--- config.mk ---
export PLATFORM = sky130hd
export DESIGN_NAME = up_seq
export DESIGN_NICKNAME = d
export VERILOG_FILES = /design/src/rtl/up_seq.sv
export SDC_FILE = /design/constraint.sdc
export NUM_CORES = 1
export LEC_CHECK = 0
export BUFFER_PORTS_ARGS = -buffer_cell sky130_fd_sc_hd__buf_2
export CORE_UTILIZATION = 30
export DETAILED_ROUTE_END_ITERATION = 7
export HOLD_SLACK_MARGIN = 0.12
export MAX_ROUTING_LAYER = met4
export PLACE_DENSITY = 0.47
export SYNTH_ARGS = -nofsm -noshare
export SYNTH_HDL_FRONTEND = slang
export SYNTH_SLANG_ARGS = --single-unit
export TNS_END_PERCENT = 50
--- constraint.sdc ---
create_clock -name clk -period 7.8 [get_ports clk]
set_input_delay 0.39 -clock clk [delete_from_list [all_inputs] [get_ports clk]]
set_output_delay 0.39 -clock clk [all_outputs]
set_load 0.01 [all_outputs]
--- src/rtl/up_seq.sv ---
// Micro-sequencer driving a 4 x DATA_W dual-read/dual-write register file from a 16-bit instruction stream.
// Optional flag registers are built only when UP_SEQ_FLAGS_EN is defined; otherwise flag_z/flag_c tie to 0.
module up_seq #(
    parameter int unsigned DATA_W = 8
) (
    input  logic              clk,
    input  logic              nRst,
    input  logic              instr_valid,
    output logic              instr_ready,
    input  logic [15:0]       instr,
    output logic [1:0]        rf_sel_out_a,
    output logic [1:0]        rf_sel_out_b,
    input  logic [DATA_W-1:0] rf_data_out_a,
    input  logic [DATA_W-1:0] rf_data_out_b,
    output logic [1:0]        rf_sel_write_a,
    output logic [1:0]        rf_sel_write_b,
    output logic              rf_we_a,
    output logic              rf_we_b,
    output logic [DATA_W-1:0] rf_data_in_a,
    output logic [DATA_W-1:0] rf_data_in_b,
    output logic              done,
    output logic              illegal,
    output logic              flag_z,
    output logic              flag_c
);

    localparam int unsigned INSTR_W = 16;
    localparam int unsigned OP_W    = 4;
    localparam int unsigned SEL_W   = 2;

    localparam logic [OP_W-1:0] OP_NOP  = 4'd0;
    localparam logic [OP_W-1:0] OP_MOV  = 4'd1;
    localparam logic [OP_W-1:0] OP_ADD  = 4'd2;
    localparam logic [OP_W-1:0] OP_SUB  = 4'd3;
    localparam logic [OP_W-1:0] OP_AND  = 4'd4;
    localparam logic [OP_W-1:0] OP_OR   = 4'd5;
    localparam logic [OP_W-1:0] OP_XOR  = 4'd6;
    localparam logic [OP_W-1:0] OP_LDI  = 4'd7;
    localparam logic [OP_W-1:0] OP_SWAP = 4'd8;

    typedef enum logic [1:0] {
        S_IDLE = 2'd0,
        S_EXEC = 2'd1,
        S_WB   = 2'd2
    } state_e;

    state_e               state_q, state_d;
    logic [INSTR_W-1:0]   instr_q, instr_d;

    logic                 we_a_q, we_a_d;
    logic                 we_b_q, we_b_d;
    logic                 done_q, done_d;
    logic                 illegal_q, illegal_d;
    logic [SEL_W-1:0]     sel_wa_q, sel_wa_d;
    logic [SEL_W-1:0]     sel_wb_q, sel_wb_d;
    logic [DATA_W-1:0]    data_a_q, data_a_d;
    logic [DATA_W-1:0]    data_b_q, data_b_d;

    logic [OP_W-1:0]      opcode;
    logic [SEL_W-1:0]     rd, rs1, rs2;
    logic [DATA_W-1:0]    imm;
    logic                 is_swap;

    logic [DATA_W-1:0]    alu_res;
    logic                 wr_a, wr_b, legal;

    assign opcode  = instr_q[15:12];
    assign rd      = instr_q[11:10];
    assign rs1     = instr_q[9:8];
    assign rs2     = instr_q[7:6];
    assign imm     = DATA_W'(instr_q[7:0]);
    assign is_swap = (opcode == OP_SWAP);

    // State register
    always_ff @(posedge clk or negedge nRst) begin
        if (!nRst) begin
            state_q <= S_IDLE;
            instr_q <= '0;
        end else begin
            state_q <= state_d;
            instr_q <= instr_d;
        end
    end

    // Next-state: accept in IDLE, then EXEC and WB unconditionally
    always_comb begin
        state_d = state_q;
        instr_d = instr_q;
        case (state_q)
            S_IDLE: begin
                if (instr_valid) begin
                    instr_d = instr;
                    state_d = S_EXEC;
                end
            end
            S_EXEC:  state_d = S_WB;
            S_WB:    state_d = S_IDLE;
            default: state_d = S_IDLE;
        endcase
    end

    // ALU and write-port decode from the latched instruction
    always_comb begin
        alu_res = '0;
        wr_a    = 1'b1;
        wr_b    = 1'b0;
        legal   = 1'b1;
        case (opcode)
            OP_NOP:  wr_a = 1'b0;
            OP_MOV:  alu_res = rf_data_out_a;
            OP_ADD:  alu_res = rf_data_out_a + rf_data_out_b;
            OP_SUB:  alu_res = rf_data_out_a - rf_data_out_b;
            OP_AND:  alu_res = rf_data_out_a & rf_data_out_b;
            OP_OR:   alu_res = rf_data_out_a | rf_data_out_b;
            OP_XOR:  alu_res = rf_data_out_a ^ rf_data_out_b;
            OP_LDI:  alu_res = imm;
            OP_SWAP: begin
                alu_res = rf_data_out_a;
                wr_b    = (rd != rs1);
            end
            default: begin
                wr_a  = 1'b0;
                legal = 1'b0;
            end
        endcase
    end

    // Outputs: read selects follow the latched instruction; write side is staged at EXEC
    always_comb begin
        instr_ready  = (state_q == S_IDLE);
        rf_sel_out_a = rs1;
        rf_sel_out_b = is_swap ? rd : rs2;
        we_a_d       = 1'b0;
        we_b_d       = 1'b0;
        done_d       = 1'b0;
        illegal_d    = 1'b0;
        sel_wa_d     = sel_wa_q;
        sel_wb_d     = sel_wb_q;
        data_a_d     = data_a_q;
        data_b_d     = data_b_q;
        if (state_q == S_EXEC) begin
            done_d    = legal;
            illegal_d = !legal;
            if (wr_a) begin
                we_a_d   = 1'b1;
                sel_wa_d = rd;
                data_a_d = alu_res;
            end
            if (wr_b) begin
                we_b_d   = 1'b1;
                sel_wb_d = rs1;
                data_b_d = rf_data_out_b;
            end
        end
    end

    always_ff @(posedge clk or negedge nRst) begin
        if (!nRst) begin
            we_a_q    <= 1'b0;
            we_b_q    <= 1'b0;
            done_q    <= 1'b0;
            illegal_q <= 1'b0;
            sel_wa_q  <= '0;
            sel_wb_q  <= '0;
            data_a_q  <= '0;
            data_b_q  <= '0;
        end else begin
            we_a_q    <= we_a_d;
            we_b_q    <= we_b_d;
            done_q    <= done_d;
            illegal_q <= illegal_d;
            sel_wa_q  <= sel_wa_d;
            sel_wb_q  <= sel_wb_d;
            data_a_q  <= data_a_d;
            data_b_q  <= data_b_d;
        end
    end

    assign rf_we_a        = we_a_q;
    assign rf_we_b        = we_b_q;
    assign done           = done_q;
    assign illegal        = illegal_q;
    assign rf_sel_write_a = sel_wa_q;
    assign rf_sel_write_b = sel_wb_q;
    assign rf_data_in_a   = data_a_q;
    assign rf_data_in_b   = data_b_q;

`ifdef UP_SEQ_FLAGS_EN
    logic flag_z_q, flag_z_d;
    logic flag_c_q, flag_c_d;

    // Carry of a truncated add shows up as the sum wrapping below an operand
    always_comb begin
        flag_z_d = flag_z_q;
        flag_c_d = flag_c_q;
        if (state_q == S_EXEC) begin
            case (opcode)
                OP_ADD: begin
                    flag_z_d = (alu_res == '0);
                    flag_c_d = (alu_res < rf_data_out_a);
                end
                OP_SUB: begin
                    flag_z_d = (alu_res == '0);
                    flag_c_d = (rf_data_out_a < rf_data_out_b);
                end
                OP_AND, OP_OR, OP_XOR: begin
                    flag_z_d = (alu_res == '0);
                    flag_c_d = 1'b0;
                end
                default: ;
            endcase
        end
    end

    always_ff @(posedge clk or negedge nRst) begin
        if (!nRst) begin
            flag_z_q <= 1'b0;
            flag_c_q <= 1'b0;
        end else begin
            flag_z_q <= flag_z_d;
            flag_c_q <= flag_c_d;
        end
    end

    assign flag_z = flag_z_q;
    assign flag_c = flag_c_q;
`else
    assign flag_z = 1'b0;
    assign flag_c = 1'b0;
`endif

endmodule

==> results of run 1 <==
## worst paths after layout
check                           slack, ns              end
max in group asynchronous            6.98  rf_data_in_b[2]
worst max register to register       3.83  rf_data_in_a[7]
min in group clk                     0.30      instr_q[13]
worst min-delay path                 0.23       state_q[0]
worst max-delay path                 3.83  rf_data_in_a[7]
worst min register to register       0.48  rf_data_in_b[1]
## state kept, by name, summed over array words and instances, names as in the netlist, 2 cells and up
| name | cells |
|---|---|
| rf_data_in_a | 8 |
| instr_q | 16 |
| rf_data_in_b | 8 |
| rf_sel_write_a | 2 |
| rf_sel_write_b | 2 |
| state_q | 2 |
## cells in the mapped netlist, types with 4 or more instances
library cell,count
inv_1,22
nor2_1,19
nor2b_1,9
a21oi_1,14
o21a_1,4
mux2_2,20
a221oi_1,5
nand2_1,15
a31oi_1,4
xnor2_1,11
a211oi_1,5
o21ai_0,14
dfrtp_1,42
ha_1,24
nand3_1,4
buf_4,5
buf_2,7
## power groups by stage
stage | clock (W) | sequential, W | combinational [W]
final | 0.000153 | 0.000363 | 0.000355
after global routing | 0.000171 | 0.000377 | 0.000392
after CTS | 0.000160 | 0.000365 | 0.000357
after detailed placement | 0 | 0.000370 | 0.000356
after global placement | 0 | 0.000368 | 0.000350
after floorplan | 0 | 0.000365 | 0.000237
## final cells by class
| cell class | instances | share of cell area [%] |
|---|---|---|
| multi-input cells | 192 | 47.3 |
| flip-flops and latches | 42 | 32.9 |
| repair buffers | 63 | 9.87 |
| well taps | 108 | 4.23 |
| clock buffers | 7 | 2.70 |
| inverters | 23 | 2.70 |
| clock inverters | 1 | 0.274 |
## metrics by stage
step                      total power (W)  setup WS (ns)  hold slack (ns)
after detailed placement         0.000726           3.85            0.466
after floorplan                  0.000602           5.16           0.0944
after global placement           0.000719           4.02            0.456
after CTS                        0.000883           3.85            0.262
final                            0.000871           3.83            0.226
after global routing             0.000940           3.57            0.305
## cells in the final DEF (no fill, tap or decap), drive strengths merged, types with 2 or more instances in the layout
cell / count
a22oi: 3
o21a: 4
clkbuf: 7
a31oi: 5
mux4: 2
o22ai: 3
and3: 3
o21ai: 14
xnor2: 12
nand3: 4
a21oi: 14
ha: 24
o31a: 2
a221oi: 6
nand2: 15
buf: 63
mux2: 22
nor2b: 9
conb: 2
nand2b: 2
nor2: 20
inv: 24
mux2i: 2
nor3: 2
a211oi: 5
dfrtp: 42
## cells by family after synthesis
kind of cell | synth area share [%]
xor+xnor | 4.41
buf+inv | 7.00
mux | 11.6
other cells | 0.136
simple gates | 11.3
flops | 38.2
compound gates | 15.7
fa+ha+maj | 11.6
## metal layers
layer	up-vias	routed length [µm]	share of wire [%]	GRT usage, %
li1	1065	-	-	-
met1	994	3410	50	21.0
met2	48	3070	45	23.2
met3	2	235	3.5	2.93
met4	0	55	0.81	4.31
met5	-	0	0	-
## worst max-delay path, stage by stage, from the launching register on
cell and delay [ns]:
dfrtp_1 0.84, nor4bb_1 0.99, mux2_2 0.44, inv_1 0.06, ha_1 0.21, nor2b_1 0.13, o31a_1 0.28, a221oi_1 0.40
xnor2_1 0.14, a221oi_2 0.23, a21oi_1 0.10
==> run metrics, run 1 <==
status=finished, violations left; failing checks=design-rule violations; Final Hold Viols=0; number of synthesized register bits=42; DRT iter0 DRCs=99; CP Max Fanout=22; Die H=97.8 µm; fmax=0.252 GHz; Worst Hold Class=primary input to async pin; Setup CP Type=flip-flop to flip-flop; Worst setup SP type=flip-flop; DIE AREA=0.00956 mm²; Synth Cell Area=0.00275 mm²; final setup vio count=0; Required @ worst endpoint=7.95 ns; clk buf depth=2; global-route usage over all layers=15.4%; leakage=1.50 nW; critical path arrival=4.12 ns; worst skew pair latency=0.29 ns; Layout Cells excl Fill=436; share of cells above drive strength 1=30.5%; setup TNS=0 ns; NetSw=0.000332 W; Tightest Pin Transition=1.06 ns; TritonCTS clock tree=built; post-route DRC violation count=6; Vias=2109; post_cts resized=0; first-pass GRT wire length=11.0 mm; filler instances=924; top post-synthesis cells by area=dfrtp_1, ha_1, mux2_2, xnor2_1, inv_1; wirelength, routed=6.77 mm; GRT overflow=0; Final Cycle Share=50.9%; H-tree Lvls=2; Finished Cell Area=0.00319 mm²; flip-flop and latch area=0.00105 mm²; syn_area_per_cell=10.1 µm²; minimum clock period=3.97 ns; Clock Power Share=17.5%; EDFF count, synth=0; Port Buffers=63; internal power=0.000538 W; die width=97.8 µm; DR pass1 iterations=7; Post-Route Skew=0.0109 ns; clock-pin slew on the worst setup and hold paths=0.09 ns; sequential area share after synthesis=38.2%; Synth warnings=0; Nets=387; CTS sink cnt=42; DP Area=0.00310 mm²; core footprint=0.00881 mm²; antenna diode count=0; placed cells=428; vias in the first global route=2073; root buffer cell=clkbuf_8; multi-input combinational cell area=0.00151 mm²; Register-to-Register Path Depth=10; Primary FF master, synth=dfrtp_1; vias per inst=4.84; Final Util=36.3%; CTS Hold Bufs=0; post-route ant nets=0; Post-CTS Setup Repair Bufs=0; Setup crit end kind=flip-flop; post-synth top area share=38.2%; cell area power density=273 mW/mm²; DP HPWL=5.26 mm; sw frac=38.2%; wire per inst=15.5 µm; maximum VDD drop=0.155 mV; Initial Utilization=31.2%; gpl congestion=0.849; Reg power frac=41.7%; TritonCTS buffer count=5; RSZ-0062 raised after global routing=no; origin of the worst setup path=instr_q[12]; Synth cell types=51; Max Slew Vio Count=0; Async SR Flop Fraction=100%; Mapped Cells=273; leading area contributor after synthesis=dfrtp_1; Layout Area Growth over Synthesis=16.1%; row count=34; reg2reg start=instr_q[12]; max-cap violations=0; logic gate share of total power=40.7%; initial antenna violation count=0; largest net degree at the start of global routing=43; Boundary Pins=66; slew margin rel.=28.1%
Note: power is estimated with default switching activity, not from simulation.
==> run 2: changes to the inputs <==
- ABC_AREA: default -> 1
- clock period: 7.8 -> 3.95 ns (I/O delays scaled with it)
==> run 2 against run 1 <==
  * The flow still finishes with violations (design-rule violations)
  * Largest power group is now combinational logic
  * Sequential share of layout area fell by 1.5 points
  * Synthesized cell count rose by 36%
  * Via count rose by 21%
  * Maximum frequency rose by 62%
  * Sequential power rose by 80%
  * Non-clock buffer count rose by 12
  * Critical path depth rose by 2
  * Utilization rose by 1.7 points
  * Final cell count rose by 27%
  * Combinational power rose by 88%
  * Die area barely moved
==> run metrics, run 2 <==
wl on met1=3.68 mm (+8.0%); Post-Route Skew=0.00557 ns (-0.00529 ns); CP Depth=12 (+2); wire per inst=13.5 µm (-13%); vias in the first global route=2512 (+21%); failing checks=design-rule violations; Post-synth top cells=nand2_1, inv_1, dfrtp_1; DR pass1 iterations=7 (unchanged); Synth Cell Area=0.00275 mm² (about the same); adder-cell share of the synthesized area=11.7% (about the same); GRT overflow=0 (unchanged); DRT iter0 DRCs=92 (-7.1%); worst skew pair latency=0.30 ns (about the same); core footprint=0.00881 mm² (unchanged); critical path's slowest cell=dfrtp_1; Reg power frac=40.5% (-1.2 points); Synth Area in Simple Gates=26.5% (+15 points); logic gate share of total power=41.5% (+0.8 points); clk buf depth=2 (unchanged); critical path arrival=2.64 ns (-1.48 ns); CTS sink cnt=42 (unchanged); cells along the critical path=nor2_1, nand2_1, nand2_1, xor2_1, inv_1, ha_1, a21oi_1, nand2_1, o21ai_0, nand2_1, o21ai_0, nand2_1; number of flip-flops under the largest register name=16 (unchanged); max-cap violations=0 (unchanged); fraction of the mapped netlist area in compound gates=10.9% (-4.8 points); DIE AREA=0.00955 mm² (about the same); Die H=97.7 µm (about the same); endpoint of the most critical setup path=rf_data_in_a[4]; largest net degree at the start of global routing=43 (unchanged); xor/xnor share of the synthesized area=1.91% (-2.5 points); syn_area_per_cell=7.41 µm² (-26%); crit-path leading delay family=simple AND/OR/NAND/NOR gates; Post-CTS Setup Repair Bufs=0 (unchanged); Top cell by count, worst path=nand2_1; Port Buffers=63 (unchanged); Tightest Pin Transition=0.968 ns (-0.0959 ns); Primary FF master, synth=dfrtp_1; Setup crit end kind=flip-flop; Final WS setup=1.50 ns (-2.33 ns); Clock Power Share=18.0% (+0.5 points); most common cell after layout, fill and taps aside=nand2_1; wirelength, routed=7.48 mm (+11%); WL met3=254 µm (+8.1%); Pwr Total=0.00161 W (+85%); row count=34 (unchanged); leakage=1.91 nW (+27%); Vias=2547 (+21%); post-synthesis mux area share=0% (-12 points); die width=97.7 µm (about the same); Worst setup SP type=flip-flop; most frequent cells in the layout=nand2_1, buf_2, inv_1; reg-to-reg slack, setup=1.50 ns (-2.33 ns); leading area contributor after synthesis=dfrtp_1; DP HPWL=5.69 mm (+8.3%); filler instances=965 (+4.4%); metal2 WL=3.43 mm (+12%); Placement Setup Slack=1.50 ns (-2.35 ns); antenna diode count=0 (unchanged); reg2reg start=instr_q[15]; RSZ-0062 raised after global routing=no; top routing layer in use=met4; sequential area share after synthesis=38.2% (about the same); Layout Area Growth over Synthesis=21.8%; setup TNS=0 ns (unchanged); minimum clock period=2.45 ns (-1.52 ns); internal power=0.000966 W (+79%); RR Endpoint=rf_data_in_a[4]; Synth warnings=0 (unchanged); Synth cell types=30 (-41%); number of synthesized register bits=42 (unchanged); Register-to-Register Path Depth=12 (+2); origin of the worst setup path=instr_q[15]; fmax=0.408 GHz (+62%); Boundary Pins=66 (unchanged); Max Slew Vio Count=0 (unchanged); gpl congestion=0.909 (+7.0%); share of cells above drive strength 1=19.1% (-11 points); EDFF count, synth=0 (unchanged); Worst Hold Class=primary input to flip-flop; Required @ worst endpoint=4.14 ns (-3.81 ns); first-pass GRT wire length=12.3 mm (+12%); CP Max Fanout=8 (-64%); post-route ant nets=0 (unchanged); final setup vio count=0 (unchanged); sw frac=40.0% (+1.8 points); Nets=505 (+30%); maximum VDD drop=0.172 mV (+11%); H-tree Lvls=2 (unchanged); Final Cycle Share=62.1% (+11 points); TritonCTS buffer count=5 (unchanged); vias per inst=4.60 (-5.0%); Biggest register=instr_q; post-route DRC violation count=8 (+2); top post-synthesis cells by area=dfrtp_1, nand2_1, ha_1, inv_1, o21ai_0; initial antenna violation count=0 (unchanged); status=finished, violations left; largest family of logic cells by synthesized area=simple AND/OR/NAND/NOR gates; slowest stage delay, CP=0.42 ns (-0.57 ns); Initial Utilization=31.2% (about the same); Final Hold Viols=0 (unchanged); root buffer cell=clkbuf_8; CP bufs+invs=1 (unchanged); Final Util=38.0% (+1.7 points); leading cell type by number of instances after synthesis=nand2_1; cell area power density=481 mW/mm² (+76%); Setup CP Type=flip-flop to flip-flop; global-route usage over all layers=17.1% (+1.7 points); Mapped Cells=371 (+36%); Async SR Flop Fraction=100% (unchanged); slew margin rel.=35.5% (+7.4 points); TritonCTS clock tree=built; NetSw=0.000643 W (+94%); post-synth top area share=38.2% (about the same); clock-pin slew on the worst setup and hold paths=0.09 ns (about the same)
==> run 2: cell count changes in the layout (fill, tap and decap cells not counted), sizes merged, moves of 12 or more <==
| cell | delta |
|---|---|
| nand2 | +102 |
| inv | +37 |
| mux2 | -22 |
| o21ai | +22 |
| dlygate4sd3 | +12 |
==> run 2: per-stage QoR <==
stage	instances	area, µm²	hold WS (ns)
5_1_grt	554	3350	0.125
3_5_place_dp	534	3140	0.395
3_3_place_gp	534	3140	0.393
2_1_floorplan	372	2750	-0.0981
4_1_cts	554	3350	0.124
6_report	554	3350	0.122
==> run 2: area by class of cell <==
| class | count | area, µm² | area share (%) |
|---|---|---|---|
| Timing Repair Buffer | 75 | 435 | 13.0 |
| Multi-Input combinational cell | 259 | 1410 | 42.0 |
| Inverter | 62 | 233 | 6.95 |
| Tap cell | 108 | 135 | 4.04 |
| Clock inverter | 2 | 13.8 | 0.411 |
| Sequential cell | 42 | 1050 | 31.4 |
| Clock buffer | 6 | 72.6 | 2.17 |
==> run 2: power groups by stage <==
stage / registers [W] / clock network (W) / logic [W]
floorplan: 0.000704 / 0 / 0.000373
global placement: 0.000664 / 0 / 0.000655
detailed placement: 0.000661 / 0 / 0.000664
CTS: 0.000653 / 0.000302 / 0.000677
global route: 0.000675 / 0.000318 / 0.000765
finish: 0.000652 / 0.000289 / 0.000667
==> run 2: worst min-delay path by stage <==
stage / from / end / slack, ns / depth (start not counted)
final: instr[12] / instr_q[12] / 0.12 / 3
after global routing: instr[14] / instr_q[14] / 0.13 / 3
after CTS: instr[12] / instr_q[12] / 0.12 / 3
after detailed placement: instr[4] / instr_q[4] / 0.39 / 3
after global placement: instr[4] / instr_q[4] / 0.39 / 3
after floorplan: nRst / done / -0.1 / 0
==> run 2: cells by family (layout without fill, tap and decap cells) <==
kind of cell    after synthesis  after routing
simple gates                171            171
compound gates               55             55
xor+xnor                      6              6
buf+inv                      71            145
other cells                   1              2
fa+ha+maj                    25             25
flops                        42             42
==> run 2: routing by layer <==
layer | up-vias | GRT usage (%)
li1 | 1304 | -
met2 | 59 | 27.6
met1 | 1175 | 21.8
met5 | - | -
met3 | 9 | 2.73
met4 | 0 | 5.48
==> run 2: timing repair <==
item | in CTS | in global routing
hold buffers | 12 | 0
endpoints found under the setup margin | 0 | 0
endpoints found under the hold margin | 53 | 0
resized for setup | 0 | 0
==> run 2: tightest hold or removal path, stage by stage <==
cell,delay [ns]
buf_2,0.08
nand2_1,0.04
o21ai_0,0.06
==> run 3: changes to the inputs <==
- PLACE_DENSITY: 0.47 -> 0.49
- clock period: 3.95 -> 1.98 ns (I/O delays scaled with it)
==> run 3 against run 2 <==
  * The run still ends with design-rule violations left
  * Register-to-register slack got worse by 1.5 ns
  * Utilization rose by 5.2 points
  * Flip-flop and latch count did not move
  * Largest power group unchanged
==> run metrics, run 3 (synthesized netlist as in run 2, its figures left out) <==
gpl congestion=0.896 (-1.4%); clock-pin slew on the worst setup and hold paths=0.09 ns (about the same); filler instances=939 (-2.7%); H-tree Lvls=2 (unchanged); fmax=0.511 GHz (+25%); first-pass GRT wire length=12.9 mm (+5.1%); RSZ-0062 raised after global routing=yes; post-route ant nets=0 (unchanged); most frequent cells in the layout=nand2_1, buf_2, inv_1; maximum VDD drop=0.387 mV (+130%); Port Buffers=63 (unchanged); multi-input combinational cell area=0.00155 mm² (+9.8%); logic gate share of total power=46.3% (+4.8 points); Finished Cell Area=0.00380 mm² (+14%); TritonCTS clock tree=built; Initial Utilization=31.2% (unchanged); Reg power frac=37.1% (-3.4 points); Setup CP Type=flip-flop to flip-flop; vias per inst=4.54 (-1.4%); root buffer cell=clkbuf_8; Setup crit end kind=flip-flop; Placement Setup Slack=-0.229 ns (-1.73 ns); antenna diode count=0 (unchanged); Post-Route Skew=0.0120 ns (+0.00646 ns); wirelength, routed=7.80 mm (+4.3%); max-cap violations=0 (unchanged); row count=34 (unchanged); GRT overflow=0 (unchanged); CP Depth=12 (unchanged); Vias=2694 (+5.8%); vias in the first global route=2698 (+7.4%); Layout Area Growth over Synthesis=38.4%; Final Cycle Share=98.9% (+37 points); Clock Power Share=16.6% (-1.4 points); Die H=97.7 µm (unchanged); DRT iter0 DRCs=98 (+6.5%); final setup vio count=0 (unchanged); Biggest register=instr_q; DP HPWL=5.83 mm (+2.5%); core footprint=0.00881 mm² (unchanged); clk buf depth=2 (unchanged); DIE AREA=0.00955 mm² (unchanged); CTS sink cnt=42 (unchanged); number of flip-flops under the largest register name=16 (unchanged); Top cell by count, worst path=nand2_2; sw frac=39.2% (-0.79 points); critical path arrival=2.20 ns (-0.44 ns); minimum clock period=1.96 ns (-0.494 ns); share of cells above drive strength 1=30.7% (+12 points); wire per inst=13.1 µm (-2.7%); DP Area=0.00335 mm² (+6.6%); crit-path leading delay family=simple AND/OR/NAND/NOR gates; Register-to-Register Path Depth=12 (unchanged); global-route usage over all layers=17.9% (+0.84 points); Tightest Pin Transition=0.638 ns (-0.330 ns); endpoint of the most critical setup path=rf_data_in_a[5]; internal power=0.00212 W (+120%); cell area power density=918 mW/mm² (+91%); worst skew pair latency=0.30 ns (about the same); slowest stage delay, CP=0.40 ns (-0.02 ns); failing checks=design-rule violations; cells along the critical path=nand2_2, inv_2, nand2_4, nand2_2, xor2_1, ha_1, a21oi_2, buf_4, or2_4, nand4_1, nand3_2, a21boi_2; critical path's slowest cell=dfrtp_1; initial antenna violation count=0 (unchanged); flip-flop and latch area=0.00105 mm² (unchanged); Worst setup SP type=flip-flop; CP bufs+invs=2 (+1); Nets=545 (+7.9%); setup TNS=0 ns (unchanged); most common cell after layout, fill and taps aside=nand2_1; die width=97.7 µm (unchanged); DR pass1 iterations=7 (unchanged); RR Endpoint=rf_data_in_a[5]; NetSw=0.00137 W (+110%); CP Max Fanout=7 (-1); origin of the worst setup path=instr_q[13]; Required @ worst endpoint=2.22 ns (-1.92 ns); reg-to-reg slack, setup=0.02 ns (-1.48 ns); TritonCTS buffer count=5 (unchanged); Hold Slack=0.141 ns (+0.0191 ns); largest net degree at the start of global routing=43 (unchanged); post-route DRC violation count=12 (+4); status=finished, violations left; Final Hold Viols=0 (unchanged); Max Slew Vio Count=0 (unchanged); Final WS setup=0.0215 ns (-1.48 ns); Worst Hold Class=primary input to flip-flop; leakage=2.12 nW (+11%); slew margin rel.=57.2% (+22 points); Boundary Pins=66 (unchanged); reg2reg start=instr_q[13]
## run 3: cell count changes in the layout (fill, tap and decap cells not counted), moves of 4 or more
cell	change
o21ai_0	-6
nand2_1	-11
o21ai_1	+4
buf_4	+33
dlygate4sd3_1	+6
nand2_2	+10
## run 3: cell type report
class                           count  share of cell area (%)
Inverter                           62                    6.12
Timing Repair Buffer              115                    19.8
Multi-Input combinational cell    259                    40.6
Clock buffer                        6                    1.91
Clock inverter                      2                   0.362
Tap cell                          108                    3.55
Sequential cell                    42                    27.6
## run 3: power groups by stage
stage               registers (W)  logic (W)  clock network, W
floorplan                 0.00141   0.000748                 0
global placement          0.00131    0.00143                 0
global route              0.00134    0.00183          0.000641
detailed placement        0.00131    0.00144                 0
finish                    0.00130    0.00162          0.000580
CTS                       0.00130    0.00155          0.000603
## run 3: what timing repair did
action,CTS,global route
cloned,0,0
endpoints found under the hold margin,59,0
setup endpoints to repair,7,7
gates resized for setup,21,19
pin swaps,10,19
hold buffers,18,0
setup buffers,4,3
## run 3: worst min path at each step
stage                     startpoint  cells past startpoint               to  slack, ns
floorplan                       nRst                      0             done      -0.20
global placement                nRst                      2       instr_q[0]       0.21
detailed placement              nRst                      2       instr_q[0]       0.21
CTS                      instr_valid                      4       instr_q[5]       0.13
global route        rf_data_out_a[1]                      3  rf_data_in_a[1]       0.17
finish                   instr_valid                      4       instr_q[6]       0.14
## run 3: stage by stage
step | instances | power (W) | util (%)
global placement | 561 | 0.00274 | 38.0
detailed placement | 561 | 0.00275 | 38.0
finish | 594 | 0.00349 | 43.2
global route | 594 | 0.00381 | 43.2
CTS | 591 | 0.00345 | 42.2
floorplan | 372 | 0.00215 | -
## run 3: routing by layer
metal	vias up	track usage, %	wire (µm)
met3	13	2.30	276
met2	65	29.2	3620
li1	1390	-	-
met5	-	-	0
met4	0	6.88	172
met1	1226	22.6	3740
## run 3: worst reg2reg max path: cells and delay by family, from the launching register on
kind,cells,cell delay [ns]
and+or+nand+nor,6,0.66
DFF,1,0.40
adders and majority gates,1,0.33
AOI/OAI and AO/OA,2,0.20
buffers and inverters,2,0.18
xor gates and xnor gates,1,0.14
